`src/rtl/axi4_lite_slave_write_responder_if.sv`:
```
// rtl/axi4_lite_slave_write_responder_if.sv - AXI4-Lite write channels (AW, W, B) bundle
interface axi4_lite_slave_write_responder_if #(
    parameter int ADDRESS_WIDTH = 32,
    parameter int DATA_WIDTH    = 32
);
    logic [ADDRESS_WIDTH-1:0]  awaddr;
    logic [2:0]                awprot;
    logic                      awvalid;
    logic                      awready;
    logic [DATA_WIDTH-1:0]     wdata;
    logic [DATA_WIDTH/8-1:0]   wstrb;
    logic                      wvalid;
    logic                      wready;
    logic [1:0]                bresp;
    logic                      bvalid;
    logic                      bready;

    modport master (
        output awaddr, awprot, awvalid, wdata, wstrb, wvalid, bready,
        input  awready, wready, bresp, bvalid
    );

    modport slave (
        input  awaddr, awprot, awvalid, wdata, wstrb, wvalid, bready,
        output awready, wready, bresp, bvalid
    );
endinterface

```
`src/rtl/axi4_lite_slave_write_responder.sv`:
```
// rtl/axi4_lite_slave_write_responder.sv - AXI4-Lite write slave with delayed ready and register bank
// Optional byte-strobe merging is enabled with `define AXI4LITE_WSTRB_EN.
module axi4_lite_slave_write_responder #(
    parameter int ADDRESS_WIDTH = 32,
    parameter int DATA_WIDTH    = 32,
    parameter int DELAY_WIDTH   = 4,
    parameter int NUM_REGS      = 16,
    localparam int IDX_WIDTH    = $clog2(NUM_REGS)
) (
    input  logic                   aclk,
    input  logic                   aresetn,
    axi4_lite_slave_write_responder_if.slave s_axi,
    input  logic [DELAY_WIDTH-1:0] cfgReadyDelay,
    input  logic [IDX_WIDTH-1:0]   regRdIdx,
    output logic [DATA_WIDTH-1:0]  regRdData
);
    typedef enum logic [1:0] {IDLE, DELAY, ACCEPT, RESP} state_t;

    state_t                    state, next_state;
    logic [DELAY_WIDTH-1:0]    delay_cnt;
    logic                      aw_got, w_got;
    logic                      aw_hs, w_hs, commit;
    logic [ADDRESS_WIDTH-1:0]  aw_addr_q;
    logic [2:0]                aw_prot_q;
    logic [DATA_WIDTH-1:0]     w_data_q;
    logic [DATA_WIDTH/8-1:0]   w_strb_q;
    logic [1:0]                bresp_q;
    logic [DATA_WIDTH-1:0]     bank [NUM_REGS];

    logic [ADDRESS_WIDTH-1:0]  commit_addr;
    logic [DATA_WIDTH-1:0]     commit_data;
    logic [DATA_WIDTH/8-1:0]   commit_strb;
    logic [ADDRESS_WIDTH-3:0]  word_idx;
    logic [IDX_WIDTH-1:0]      wr_idx;
    logic                      addr_err;
    logic [DATA_WIDTH-1:0]     new_word;

    // A channel that handshakes in the commit cycle has not been latched yet, so use the live bus value.
    assign commit_addr = aw_got ? aw_addr_q : s_axi.awaddr;
    assign commit_data = w_got  ? w_data_q  : s_axi.wdata;
    assign commit_strb = w_got  ? w_strb_q  : s_axi.wstrb;
    assign word_idx    = commit_addr[ADDRESS_WIDTH-1:2];
    assign wr_idx      = word_idx[IDX_WIDTH-1:0];
    assign addr_err    = (commit_addr[1:0] != 2'b00) ||
                         (word_idx >= (ADDRESS_WIDTH-2)'(NUM_REGS));

`ifdef AXI4LITE_WSTRB_EN
    always_comb begin
        new_word = bank[wr_idx];
        for (int i = 0; i < DATA_WIDTH/8; i++) begin
            if (commit_strb[i]) new_word[8*i +: 8] = commit_data[8*i +: 8];
        end
    end
`else
    assign new_word = commit_data;
    wire unused_strb = ^commit_strb;
`endif

    wire unused_prot = ^aw_prot_q;

    always_comb begin
        next_state    = state;
        s_axi.awready = 1'b0;
        s_axi.wready  = 1'b0;
        s_axi.bvalid  = 1'b0;
        aw_hs         = 1'b0;
        w_hs          = 1'b0;
        commit        = 1'b0;
        case (state)
            IDLE: begin
                if (s_axi.awvalid || s_axi.wvalid)
                    next_state = (cfgReadyDelay == '0) ? ACCEPT : DELAY;
            end
            DELAY: begin
                if (delay_cnt <= DELAY_WIDTH'(1)) next_state = ACCEPT;
            end
            ACCEPT: begin
                s_axi.awready = !aw_got;
                s_axi.wready  = !w_got;
                aw_hs         = s_axi.awvalid && !aw_got;
                w_hs          = s_axi.wvalid && !w_got;
                if ((aw_got || aw_hs) && (w_got || w_hs)) begin
                    commit     = 1'b1;
                    next_state = RESP;
                end
            end
            RESP: begin
                s_axi.bvalid = 1'b1;
                if (s_axi.bready) next_state = IDLE;
            end
            default: next_state = IDLE;
        endcase
    end

    always_ff @(posedge aclk) begin
        if (!aresetn) state <= IDLE;
        else          state <= next_state;
    end

    always_ff @(posedge aclk) begin
        if (!aresetn) begin
            delay_cnt <= '0;
            aw_got    <= 1'b0;
            w_got     <= 1'b0;
            aw_addr_q <= '0;
            aw_prot_q <= '0;
            w_data_q  <= '0;
            w_strb_q  <= '0;
            bresp_q   <= 2'b00;
            for (int i = 0; i < NUM_REGS; i++) bank[i] <= '0;
        end else begin
            if (state == IDLE && (s_axi.awvalid || s_axi.wvalid))
                delay_cnt <= cfgReadyDelay;
            else if (state == DELAY)
                delay_cnt <= delay_cnt - DELAY_WIDTH'(1);
            if (aw_hs) begin
                aw_got    <= 1'b1;
                aw_addr_q <= s_axi.awaddr;
                aw_prot_q <= s_axi.awprot;
            end
            if (w_hs) begin
                w_got    <= 1'b1;
                w_data_q <= s_axi.wdata;
                w_strb_q <= s_axi.wstrb;
            end
            if (commit) begin
                bresp_q <= addr_err ? 2'b10 : 2'b00;
                if (!addr_err) bank[wr_idx] <= new_word;
            end
            if (state == RESP && s_axi.bready) begin
                aw_got <= 1'b0;
                w_got  <= 1'b0;
            end
        end
    end

    assign s_axi.bresp = bresp_q;
    assign regRdData   = bank[regRdIdx];
endmodule

```
`src/flat_wrapper.sv`:
```
// flat-port wrapper written by rule: the top's interface ports become plain ports
module axi4_lite_slave_write_responder_flat 
#(
    parameter int ADDRESS_WIDTH = 32,
    parameter int DATA_WIDTH    = 32,
    parameter int DELAY_WIDTH   = 4,
    parameter int NUM_REGS      = 16,
    localparam int IDX_WIDTH    = $clog2(NUM_REGS)
)
  (aclk, aresetn, cfgReadyDelay, regRdIdx, regRdData, s_axi_awaddr, s_axi_awprot, s_axi_awvalid, s_axi_wdata, s_axi_wstrb, s_axi_wvalid, s_axi_bready, s_axi_awready, s_axi_wready, s_axi_bresp, s_axi_bvalid);
  axi4_lite_slave_write_responder_if #(.ADDRESS_WIDTH(ADDRESS_WIDTH), .DATA_WIDTH(DATA_WIDTH)) s_axi_i ();
  input  logic aclk;
  input  logic aresetn;
  input  logic [DELAY_WIDTH-1:0] cfgReadyDelay;
  input  logic [IDX_WIDTH-1:0] regRdIdx;
  output logic [DATA_WIDTH-1:0] regRdData;
  input wire logic [$bits(s_axi_i.awaddr)-1:0] s_axi_awaddr;
  input wire logic [$bits(s_axi_i.awprot)-1:0] s_axi_awprot;
  input wire logic [$bits(s_axi_i.awvalid)-1:0] s_axi_awvalid;
  input wire logic [$bits(s_axi_i.wdata)-1:0] s_axi_wdata;
  input wire logic [$bits(s_axi_i.wstrb)-1:0] s_axi_wstrb;
  input wire logic [$bits(s_axi_i.wvalid)-1:0] s_axi_wvalid;
  input wire logic [$bits(s_axi_i.bready)-1:0] s_axi_bready;
  output wire logic [$bits(s_axi_i.awready)-1:0] s_axi_awready;
  output wire logic [$bits(s_axi_i.wready)-1:0] s_axi_wready;
  output wire logic [$bits(s_axi_i.bresp)-1:0] s_axi_bresp;
  output wire logic [$bits(s_axi_i.bvalid)-1:0] s_axi_bvalid;
  assign s_axi_i.awaddr = s_axi_awaddr;
  assign s_axi_i.awprot = s_axi_awprot;
  assign s_axi_i.awvalid = s_axi_awvalid;
  assign s_axi_i.wdata = s_axi_wdata;
  assign s_axi_i.wstrb = s_axi_wstrb;
  assign s_axi_i.wvalid = s_axi_wvalid;
  assign s_axi_i.bready = s_axi_bready;
  assign s_axi_awready = s_axi_i.awready;
  assign s_axi_wready = s_axi_i.wready;
  assign s_axi_bresp = s_axi_i.bresp;
  assign s_axi_bvalid = s_axi_i.bvalid;
  axi4_lite_slave_write_responder #(.ADDRESS_WIDTH(ADDRESS_WIDTH), .DATA_WIDTH(DATA_WIDTH), .DELAY_WIDTH(DELAY_WIDTH), .NUM_REGS(NUM_REGS)) u_core (.aclk(aclk), .aresetn(aresetn), .s_axi(s_axi_i), .cfgReadyDelay(cfgReadyDelay), .regRdIdx(regRdIdx), .regRdData(regRdData));
endmodule
```
`config.mk`:
```
export PLATFORM = sky130hd
export DESIGN_NAME = axi4_lite_slave_write_responder_flat
export DESIGN_NICKNAME = d
export VERILOG_FILES = /design/src/rtl/axi4_lite_slave_write_responder_if.sv /design/src/rtl/axi4_lite_slave_write_responder.sv /design/src/flat_wrapper.sv
export SDC_FILE = /design/constraint.sdc
export NUM_CORES = 1
export LEC_CHECK = 0
export BUFFER_PORTS_ARGS = -buffer_cell sky130_fd_sc_hd__buf_4
export CAP_MARGIN = 20
export CORE_MARGIN = 3
export CORE_UTILIZATION = 60
export DETAILED_ROUTE_END_ITERATION = 10
export PLACE_DENSITY = 0.87
export SLEW_MARGIN = 0
export SYNTH_ARGS = -nofsm -noshare
export SYNTH_HDL_FRONTEND = slang
export SYNTH_SLANG_ARGS = --single-unit
export TNS_END_PERCENT = 10
```
`constraint.sdc`:
```
create_clock -name aclk -period 5.9 [get_ports aclk]
set_input_delay 1.18 -clock aclk [delete_from_list [all_inputs] [get_ports aclk]]
set_output_delay 1.18 -clock aclk [all_outputs]
set_load 0.01 [all_outputs]
```
==> impl_results.md <==
* Status: finished clean
* CP arrival at approximately 3.3 ns
* Root Driver: clkbuf_16
* Synth area leaders: edfxtp_1 60%, mux4_2 14%, nor3_1 10%, dfxtp_1 5.7%, clkbuf_1 2.2%
* Fmax at between 0.2 and 0.25 GHz
* Slack of the worst reg-to-reg path at roughly 1.7 ns
* Latest clock arrival within the worst-skew pair at ~0.61 ns
* Clk pin slew, worst setup/hold paths at ~0.060 ns
* Synth top cells by count: 516 x nor3_1, 512 x edfxtp_1, 160 x mux4_2
* Total grt overflow at 0
* 1st-iter DRT viols at around 2,400
* Initial Util at between 60% and 70%
* # diodes at 0
* # hold bufs at CTS at 0
* Clock Path Buffers at 3
* Minimum clock period at 4.51 ns
* Cts bufs inserted at 57
* Register bit total from synthesis at slightly below 600
* Sink Count at 585
* Top_reg_cell synth: edfxtp_1
* Period utilization at roughly three quarters
* Final setup fails at 0
* Cell row count at 75
* Crit start category: input pin
* Worst r2r dst: u_core.bank[14][18]
* CTS resizes at 0
* I/O Buffers at around 110
* Die H at roughly 210 um
* Maxcap violations at 0
* Worst slack, placed at 1.40 ns
* Top delay family on crit path: multiplexers
* R2R depth at 6
* Slew @ Worst Pin at between 1 and 1.5 ns
* Syn_nets at approximately 1,900
* Number of fill cells at between 2,000 and 3,000
* First-pass detailed-route iteration total at 8
* Final count of hold timing violations at 0
* Top cell type's share of synthesized area at between 50% and 60%
* Die area at between 40,000 and 50,000 um^2
* Hold path endpoint: u_core.w_data_q[31]
* Final wirelength at between 70,000 and 80,000 um
* EDFF count, synth at between 500 and 600
* DP HPWL at between 30,000 and 40,000 um
* Die Width at between 200 and 250 um
* Yosys warns at 0
* Final ANT Viol Nets at 0
* Initial antenna violation count at 0
* Synth cell types at 43
* Cell leakage power at 9.52 nW
* Num ports at ~120
* Worst setup margin at 1.39 ns
* Sum Neg Setup Slack at 0 ns
* Mean Syn Cell Area at roughly 14 um^2
* Crit. End Element: primary output
* Critical path, cell by cell: clkbuf_8 -> buf_12 -> mux4_2 -> mux4_2 -> buf_4
* Vias in the first global route at between 15,000 and 20,000
* DR WL/cell at slightly below 30 um
* Setup bufs post-CTS at 0
* WS Path Type: in2out
* Synthesized area at approximately 26,000 um^2
* Hold_ws at 0.455 ns
* Most numerous cell on the critical path: mux4_2
* Slowest stage delay, CP at approximately 0.56 ns
* Share of layout cells above drive strength 1 at 23.7%
* Buf/Inv on CP at 3
* VDD IR-drop max at ~0.00024 V
* Fin util at a little over two thirds
* Final nets at a little under 2,000
* Vias at 17,500
* CP required at between 4 and 5 ns
* Final setup skew at 0.0129 ns
* CP max stage cell: mux4_2
* RSZ-0062 raised after global routing: false
* R2R Path Start: u_core.aw_got
* Largest area contributor in the synthesized netlist: edfxtp_1
* H-tree Lvls at 2
* CTS tree: done
* Hold Crit Class: reg2reg
* Hold wc startpoint: u_core.w_data_q[31]
* Final Max Slew Viols at 0
* Layout area overhead at 13.6%
* Core Box Area at 42,200 um^2
* Rel. slew slack at between 10% and 20%
* Ys async rst share at 0%
* Crit-path max FO at 39
* Largest net degree at the start of global routing at about 130
* Hold path cells at 2
* Routability Congestion at 0.771
* DRC errors left at 0
* Via density at about 7.2
* Total global routing track utilization at between 30% and 40%
* Sequential area share after synthesis at between 60% and 70%
* First-pass GRT wire length at approximately 110,000 um
* Count leader, synth: nor3_1
* Gate Count Post-Synth at roughly 1,800
* Power density cells at around 330 nW/um^2
kinds of logic after synthesis:
| group | synth area share [%] |
|---|---|
| AO/OA/AOI/OAI | 2.62 |
| XOR/XNOR | 0.102 |
| adder cells (fa/ha/maj) | 0.291 |
| buffers and inverters | 3.50 |
| flip-flops | 65.2 |
| multiplexers | 15.3 |
| other | 0.0145 |
| AND/OR/NAND/NOR | 13.0 |
cells in the final DEF, fill, tap and decap left out, types with 5 or more instances in the layout:
cell type,synthesis,routed
nor2_1,18,18
mux4_2,160,160
o31ai_4,0,16
bufinv_16,0,7
inv_1,14,14
a21oi_1,69,68
clkinv_2,0,13
dfxtp_1,73,72
nor3_1,516,516
mux2i_1,34,33
a211oi_1,5,5
ha_1,6,6
edfxtp_1,512,512
clkinv_1,0,14
clkbuf_16,0,57
clkbuf_1,149,9
buf_4,1,169
buf_12,0,13
nand2_1,137,137
nor4_1,11,11
registers in the layout, indices dropped and copies added, names as in the netlist:
name and count:
u_core.bank 512, u_core.aw_addr_q 32, u_core.w_data_q 32, u_core.delay_cnt 4, u_core.state 2, u_core.aw_got 1
u_core.s_axi.bresp 1, u_core.w_got 1
how the worst max path moves through the flow:
stage / slack (ns) / cells after the start / from / end
after floorplan: 0.49 / 6 / s_axi_awaddr[31] / u_core.bank[4][0]
after global placement: 1.42 / 5 / regRdIdx[0] / regRdData[25]
after detailed placement: 1.40 / 5 / regRdIdx[0] / regRdData[5]
after CTS: 1.38 / 5 / regRdIdx[0] / regRdData[5]
after global routing: 1.30 / 5 / regRdIdx[0] / regRdData[25]
final: 1.39 / 5 / regRdIdx[0] / regRdData[19]
worst register-to-register path, stage by stage, from the launching register on:
cell	delay, ns
dfxtp_1	1.01
o221a_2	0.37
nand2_1	0.07
a211oi_1	0.65
o21ai_4	0.49
o31ai_4	0.93
buf_12	0.34
power breakdown:
group | switching [mW] | internal (mW)
Sequential | 0.0994 | 4.67
Combinational | 0.866 | 0.448
Clock | 1.54 | 2.08
Total | 2.51 | 7.20
metrics by stage:
stage	instance area, um^2	instances	total power [mW]
after global routing	29300	2438	9.96
final	29300	2438	9.70
after floorplan	25800	1824	5.62
after CTS	29100	2422	9.64
after global placement	27300	2309	5.99
after detailed placement	27300	2319	6.07
metal layers:
metal / GRT usage [%] / wire [um]
met5: 0 / 0
met4: 13.7 / 3200
met3: 8.72 / 9950
met2: 51.2 / 35700
met1: 42.1 / 23400
layout make-up:
class                   instances  area [um^2]  area share, %
flip-flops and latches        585        16800           57.5
multi-input cells            1012         8350           28.5
repair buffers                184         1570           5.36
clock buffers                  67         1470           5.03
well taps                     539          674           2.30
clock inverters                36          344           1.17
inverters                      15         56.3          0.192
Power figures use the tool's default switching activity.
